<file path="src/rtl/op_dispatch.sv">
// Issue-side controller for the arithmetic unit: accepts one request, launches the
// multiplier, divider or sqrt unit, waits for its done and drives the result-mux select.
module op_dispatch #(
  parameter int N       = 4,
  parameter int TIMEOUT = 64
) (
  input  logic         clk,
  input  logic         rst,
  input  logic         start,
  input  logic [1:0]   op,
  input  logic [N-1:0] a_in,
  input  logic [N-1:0] b_in,
  input  logic         done_m,
  input  logic         done_d,
  input  logic         done_r,
  output logic         start_m,
  output logic         start_d,
  output logic         start_r,
  output logic [N-1:0] opa,
  output logic [N-1:0] opb,
  output logic [1:0]   sel,
  output logic         busy,
  output logic         done,
  output logic         error
);

  localparam int CW = $clog2(TIMEOUT + 1);

  localparam logic [1:0] OP_MUL  = 2'b00;
  localparam logic [1:0] OP_DIV  = 2'b01;
  localparam logic [1:0] OP_SQRT = 2'b10;
  localparam logic [1:0] SEL_NONE = 2'b11;

  typedef enum logic [1:0] {IDLE, LAUNCH, WAIT, FINISH} state_t;

  typedef struct packed {
    logic [1:0]   op;
    logic [N-1:0] a;
    logic [N-1:0] b;
  } req_t;

  state_t       state, state_n;
  logic [CW-1:0] cnt, cnt_n;
  logic [N-1:0] opa_n, opb_n;
  logic [1:0]   sel_n;
  logic         err_n, busy_n, done_n;
  logic [2:0]   go_n;
  logic         unit_done, reject;
  req_t         req;

  assign req    = '{op: op, a: a_in, b: b_in};
  assign reject = (req.op == SEL_NONE) || (req.op == OP_DIV && req.b == '0);

  // Only the unit currently selected may end the wait.
  always_comb begin
    unit_done = 1'b0;
    case (sel)
      OP_MUL:  unit_done = done_m;
      OP_DIV:  unit_done = done_d;
      OP_SQRT: unit_done = done_r;
      default: unit_done = 1'b0;
    endcase
  end

  always_comb begin
    state_n = state;
    cnt_n   = cnt;
    opa_n   = opa;
    opb_n   = opb;
    sel_n   = sel;
    err_n   = error;
    go_n    = 3'b000;
    case (state)
      IDLE: begin
        if (start) begin
          if (reject) begin
            sel_n   = SEL_NONE;
            err_n   = 1'b1;
            state_n = FINISH;
          end else begin
            opa_n   = req.a;
            opb_n   = (req.op == OP_SQRT) ? '0 : req.b;
            sel_n   = req.op;
            err_n   = 1'b0;
            state_n = LAUNCH;
            case (req.op)
              OP_MUL:  go_n = 3'b001;
              OP_DIV:  go_n = 3'b010;
              default: go_n = 3'b100;
            endcase
          end
        end
      end
      LAUNCH: begin
        cnt_n   = '0;
        state_n = WAIT;
      end
      WAIT: begin
        cnt_n = cnt + 1'b1;
        if (unit_done) begin
          err_n   = 1'b0;
          state_n = FINISH;
        end else if (cnt == CW'(TIMEOUT - 1)) begin
          err_n   = 1'b1;
          sel_n   = SEL_NONE;
          state_n = FINISH;
        end
      end
      FINISH: state_n = IDLE;
      default: state_n = IDLE;
    endcase
    busy_n = (state_n != IDLE);
    done_n = (state_n == FINISH);
  end

  always_ff @(posedge clk) begin
    if (rst) begin
      state   <= IDLE;
      cnt     <= '0;
      opa     <= '0;
      opb     <= '0;
      sel     <= SEL_NONE;
      error   <= 1'b0;
      busy    <= 1'b0;
      done    <= 1'b0;
      start_m <= 1'b0;
      start_d <= 1'b0;
      start_r <= 1'b0;
    end else begin
      state   <= state_n;
      cnt     <= cnt_n;
      opa     <= opa_n;
      opb     <= opb_n;
      sel     <= sel_n;
      error   <= err_n;
      busy    <= busy_n;
      done    <= done_n;
      start_m <= go_n[0];
      start_d <= go_n[1];
      start_r <= go_n[2];
    end
  end

endmodule
</file>
<file path="config.mk">
export PLATFORM = sky130hd
export DESIGN_NAME = op_dispatch
export DESIGN_NICKNAME = d
export VERILOG_FILES = /design/src/rtl/op_dispatch.sv
export SDC_FILE = /design/constraint.sdc
export NUM_CORES = 1
export LEC_CHECK = 0
export BUFFER_PORTS_ARGS = -buffer_cell sky130_fd_sc_hd__clkbuf_2
export CAP_MARGIN = 5
export CORE_MARGIN = 5
export CORE_UTILIZATION = 45
export CTS_BUF_LIST = sky130_fd_sc_hd__clkbuf_4
export DETAILED_ROUTE_END_ITERATION = 8
export PLACE_DENSITY_LB_ADDON = 0.25
export RECOVER_POWER = 100
export SYNTH_ARGS = -nofsm -noshare
export SYNTH_HDL_FRONTEND = slang
export SYNTH_SLANG_ARGS = --single-unit
</file>
<file path="constraint.sdc">
create_clock -name clk -period 1.9 [get_ports clk]
set_clock_uncertainty 0.15 [all_clocks]
set_input_delay 0.285 -clock clk [delete_from_list [all_inputs] [get_ports clk]]
set_output_delay 0.285 -clock clk [all_outputs]
set_load 0.05 [all_outputs]
</file>
== Word-level counts from Yosys, hierarchy flattened ==
Cells that the tools add are included.
W data, S select, Z words.

* Register bits: 25
* Bits in latches: 0
* Bits in writable memories: 0
* Memory bits (read-only): 0
* Memories: 0

* Add/subtract/negate cells: 1
* Multiply operators: 0
* Divide/modulo/power cells: 0
* Order comparisons: 0
* Eq/ne operators: 14
* Shifts and indexed selects: 0
* Multiplexer cells: 19
* Bitwise operators: 3
* Reduce and logical (&&, ||, !) cells: 13

{| class="wikitable"
|+ Operator list
! cell !! number
|-
| $mux W2 || 8
|-
| $pmux W7 S2 || 1
|-
| $eq A2 B2 Y1 const B || 6
|-
| $pmux W2 S4 || 1
|-
| $add A7 B1 Y7 const B || 1
|-
| $eq A7 B6 Y1 const B || 1
|-
| $eq A2 B1 Y1 const B || 3
|-
| $logic_not A2 Y1 || 3
|-
| $ne A2 B2 Y1 const B || 3
|-
| $pmux W3 S2 || 1
|-
| $reduce_and A3 Y1 || 2
|-
| $reduce_bool A2 Y1 || 3
|-
| $logic_not A4 Y1 || 1
|-
| $mux W1 || 4
|-
| $mux W4 || 1
|-
| $pmux W2 S2 || 1
|-
| $reduce_and A4 Y1 || 1
|-
| $reduce_or A4 Y1 || 1
|-
| $ne A3 B3 Y1 const B || 1
|-
| $not A1 Y1 || 3
|-
| $pmux W1 S3 || 1
|-
| $pmux W1 S2 || 1
|-
| $logic_and A1 B1 Y1 || 1
|-
| $logic_or A1 B1 Y1 || 1
|}

== Depth between registers and ports, before layout ==
* Word-level depth: 7
* Gate-level depth with buffers: 7

== Least setup slack after synthesis ==
OpenSTA, ideal clock, no wires.

* Path type: register -> register
* From: register sel[1]
* To: register sel[1]
* Setup time: 0.081 ns
* Arrival: 1.552 ns
* Data required time: 1.669 ns
* Slack: 0.117 ns
* Cell stages (with the launch flop): 6
* Path buffers: 0
* Clock period less this slack: 1.783 ns
* Path through: dfxtp_1 -> mux2i_1 -> o21ai_2 -> a211oi_2 -> nor3_1 -> a41oi_1

* Cells in the longest elaborated chain, start to end: 4
* Elaborated cells between the ends (all ways): 6
* Those cells by class: 3 x eq/ne; 1 x mux; 2 x reduce/logical

{| class="wikitable"
|+ RTL lines
! item !! line !! text
|-
| start, declared || 21 || <nowiki>output logic [1:0] sel,</nowiki>
|-
| start signal, assigned || 134 || <nowiki>sel <= sel_n;</nowiki>
|-
| $eq A2 B2 Y1, or another cell as far along || 57 || <nowiki>case (sel)</nowiki>
|-
| $pmux W1 S3 * || 57 ||
|-
| $ne A2 B2 Y1 (no source line) * || - ||
|-
| $reduce_and A4 Y1 (no source line) * || - ||
|}

Mark *: on every way between the ends. The rest lies on a longest branch, timed or not.
A chain may end at the register's enable or synchronous reset.

== Worst setup path in the final report ==
* From: register state[1]
* To: register cnt[6]

* Cells in the longest elaborated chain, start to end: 2
* Elaborated cells between the ends (all ways): 4
* Those cells by class: 2 x eq/ne; 1 x mux; 1 x reduce/logical

{| class="wikitable"
|+ RTL lines
! item !! line !! text
|-
| start, declared || 42 || <nowiki>state_t state, state_n;</nowiki>
|-
| start signal, assigned || 130 || <nowiki>state <= state_n;</nowiki>
|-
| $eq A2 B2 Y1 / $eq A2 B1 Y1 (equally long branches) || 73 || <nowiki>case (state)</nowiki>
|-
| $pmux W7 S2 / $reduce_bool A2 Y1 (equally long branches) || - ||
|-
| end signal, assigned || 131 || <nowiki>cnt <= cnt_n;</nowiki>
|-
| end, declared || 43 || <nowiki>logic [CW-1:0] cnt, cnt_n;</nowiki>
|}

Several ways; a longest one is shown, not always the timed one.

==> impl_metrics.env <==
export IMPL_worst_slew_pin_transition_ns=0.6015
export IMPL_syn_area_mm2=0.001102
export IMPL_peakVddDrop_uv=577.0
export IMPL_port_buffer_count=31
export IMPL_worstReg2RegStart="state[1]"
export IMPL_wl_per_cell_um=12.10
export IMPL_holdCritPathClass="primary input to flop"
export IMPL_maxSlewViolCount=0
export IMPL_root_buffer="clkbuf_4"
export IMPL_die_w_um=59.50
export IMPL_ant_nets=0
export IMPL_grt_pass1_vias=850
export IMPL_design_die_area_mm2=0.003540
export IMPL_place_area_mm2=0.001254
export IMPL_relSlewSlack_pct=60.07
export IMPL_post_route_period_util_pct=93.25
export IMPL_power_leakage_nw=0.5124
export IMPL_antenna_found_initial=0
export IMPL_n_antenna_cell=0
export IMPL_synthSimpleGateAreaFrac_pct=22.47
export IMPL_synth_compound_area_share_pct=14.42
export IMPL_synth_nets=133
export IMPL_drtIter0Drc=25
export IMPL_rsz0062_at_grt="no"
export IMPL_async_reset_ff_share_pct=0
export IMPL_clk_latency_ns=0.31
export IMPL_synth_yosys_seq_area_share_pct=45.40
export IMPL_htree_levels=1
export IMPL_powerDensity_mw_per_mm2=1206
export IMPL_maxCapViolations=0
export IMPL_crit_required_ns=2.01
export IMPL_avgViaCountPerCell=5.115
export IMPL_postLayoutCellArea_mm2=0.001272
export IMPL_first_pass_iters=4
export IMPL_place_congestion=0.7510
export IMPL_area_growth_pct=15.44
export IMPL_status="finished, final reports clean"
export IMPL_synth_top_family_by_area="simple AND/OR/NAND/NOR gates"
export IMPL_yosys_warnings=0
export IMPL_final_common_cell="dfxtp_1"
export IMPL_synth_edf_count=0
export IMPL_hp_start="a_in[3]"
export IMPL_synth_top_area_share_pct=45.40
export IMPL_critical_path_max_fanout=7
export IMPL_mostFrequentLayoutCells="25 x dfxtp_1, 16 x nor2_1, 16 x clkbuf_1"
export IMPL_grt_overflow=0
export IMPL_crit_type="flop to flop"
export IMPL_muxShareOfSynthArea_pct=6.356
export IMPL_routed_wl_mm=2.105
export IMPL_postCtsSetupBuffers=0
export IMPL_synth_distinct_cells=39
export IMPL_grt_pass1_wl_mm=3.574
export IMPL_cts_buffers_inserted=3
export IMPL_num_nets_final=164
export IMPL_drc_errors=0
export IMPL_synth_seq_cells=25
export IMPL_ios=32
export IMPL_clkTransAtPathRegs_ns=0.14
export IMPL_startpoint_type="flop"
export IMPL_die_h_um=59.50
export IMPL_finalPower_mw=1.534
export IMPL_core_mm2=0.002410
export IMPL_synth_fa_ha_area_share_pct=3.405
export IMPL_hold_viol_final=0
export IMPL_ys_flop_type="dfxtp_1"
export IMPL_cts_buffer_depth=2
export IMPL_cts_sink_count=25
export IMPL_syn_instance_count=114
export IMPL_setup_viol=0
export IMPL_dp_hpwl_mm=1.592
export IMPL_max_freq_mhz=564.4
export IMPL_synth_area_leaders="dfxtp_1 45%, mux2i_1 6.4%, nor2_1 5.4%, a21oi_1 4.1%, ha_1 3.4%"
export IMPL_initial_core_util_pct=45.74
export IMPL_fin_crit_ns=1.772
export IMPL_vias=890
export IMPL_grt_usage_pct=12.95
export IMPL_grt_max_degree=21
export IMPL_yosysTopAreaCell="dfxtp_1"
export IMPL_worstSetupStartpoint="state[1]"
export IMPL_cts_tree="yes"
export IMPL_holdBufCountCts=0
export IMPL_worstSetupEndpointType="flop"
export IMPL_yosys_area_share_xor_xnor_pct=3.178
export IMPL_critPathArrivalTime_ns=1.88
export IMPL_rows=18
export IMPL_final_layout_size_suffix_gt1_share_pct=18.75
export IMPL_avgSynthCellArea_um2=9.669
export IMPL_tns_ns=0
==> per-stage QoR <==
stage / utilization, % / worst slack (ns) / std cells / hold slack, ns
finish: 52.80 / 0.1283 / 174 / 0.04222
global route: 52.80 / 0.009953 / 174 / 0.04631
CTS: 53.17 / 0.07739 / 174 / 0.03444
detailed placement: 52.02 / 0.1116 / 170 / 0.3287
global placement: 52.02 / 0.1957 / 170 / 0.3152
floorplan: - / 0.1173 / 114 / 0.2091
==> power breakdown <==
| group | leakage (nW) | total (mW) | switching, mW | internal [mW] |
|---|---|---|---|---|
| registers | 0.204 | 0.648 | 0.0480 | 0.600 |
| logic | 0.291 | 0.650 | 0.442 | 0.208 |
| clock network | 0.0177 | 0.236 | 0.158 | 0.0788 |
| total | 0.512 | 1.53 | 0.647 | 0.887 |
==> synthesized netlist by cell type (2+ instances only) <==
master   number
dfxtp_1      25
nor2_1       16
a21oi_1       9
nand2_1       8
mux2i_1       7
nor3b_1       5
ha_1          3
inv_1         3
nor3_1        3
xor2_1        3
nand4_1       2
o21ai_0       2
or3_1         2
==> cells by family (layout without fill, tap and decap cells) <==
logic type / Yosys count / count (layout)
xor gates and xnor gates: 4 / 4
AOI/OAI and AO/OA: 21 / 21
and+or+nand+nor: 46 / 46
adders and majority gates: 3 / 3
buffers and inverters: 8 / 38
DFF: 25 / 25
muxes: 7 / 7
==> worst max-delay path, cell delays in order, from the launching register on <==
cell	delay, ns
dfxtp_1	0.43
inv_1	0.07
ha_2	0.41
nand4_1	0.16
or3_1	0.37
a21oi_1	0.13
==> layer usage <==
layer	routed length [µm]	up-vias	GRT usage, %
met2	1010	18	21.22
li1	-	462	-
met5	0	-	0
met4	39	0	6.329
met1	933	406	15.96
met3	122	4	2.832
==> registers in the layout, summed over array words and instances (netlist names) <==
name and flops:
cnt 7, sel 2, opa 4, start_r 1, start_d 1, error 1, start_m 1, busy 1
state 2, done 1, opb 4
==> repair_timing <==
item / CTS / global route
endpoints found under the setup margin: 0 / 4
gates resized for setup: 0 / 4
endpoints found under the hold margin: 0 / 0
==> cell type report <==
class,count,area (µm²)
repair buffers,31,135.1
clock inverters,1,5.005
clock buffers,3,22.52
inverters,3,11.26
flip-flops and latches,25,500.5
fillers,234,1137
multi-input cells,81,560.5
well taps,30,37.54
==> path summary, 6_finish.rpt <==
kind,to,slack (ns),depth (start not counted)
setup reg to reg,cnt[6],0.13,5
hold / removal,opa[3],0.04,3
hold reg to reg,cnt[6],0.34,2
setup / recovery,cnt[6],0.13,5
Note: power is estimated with default switching activity, not from simulation.
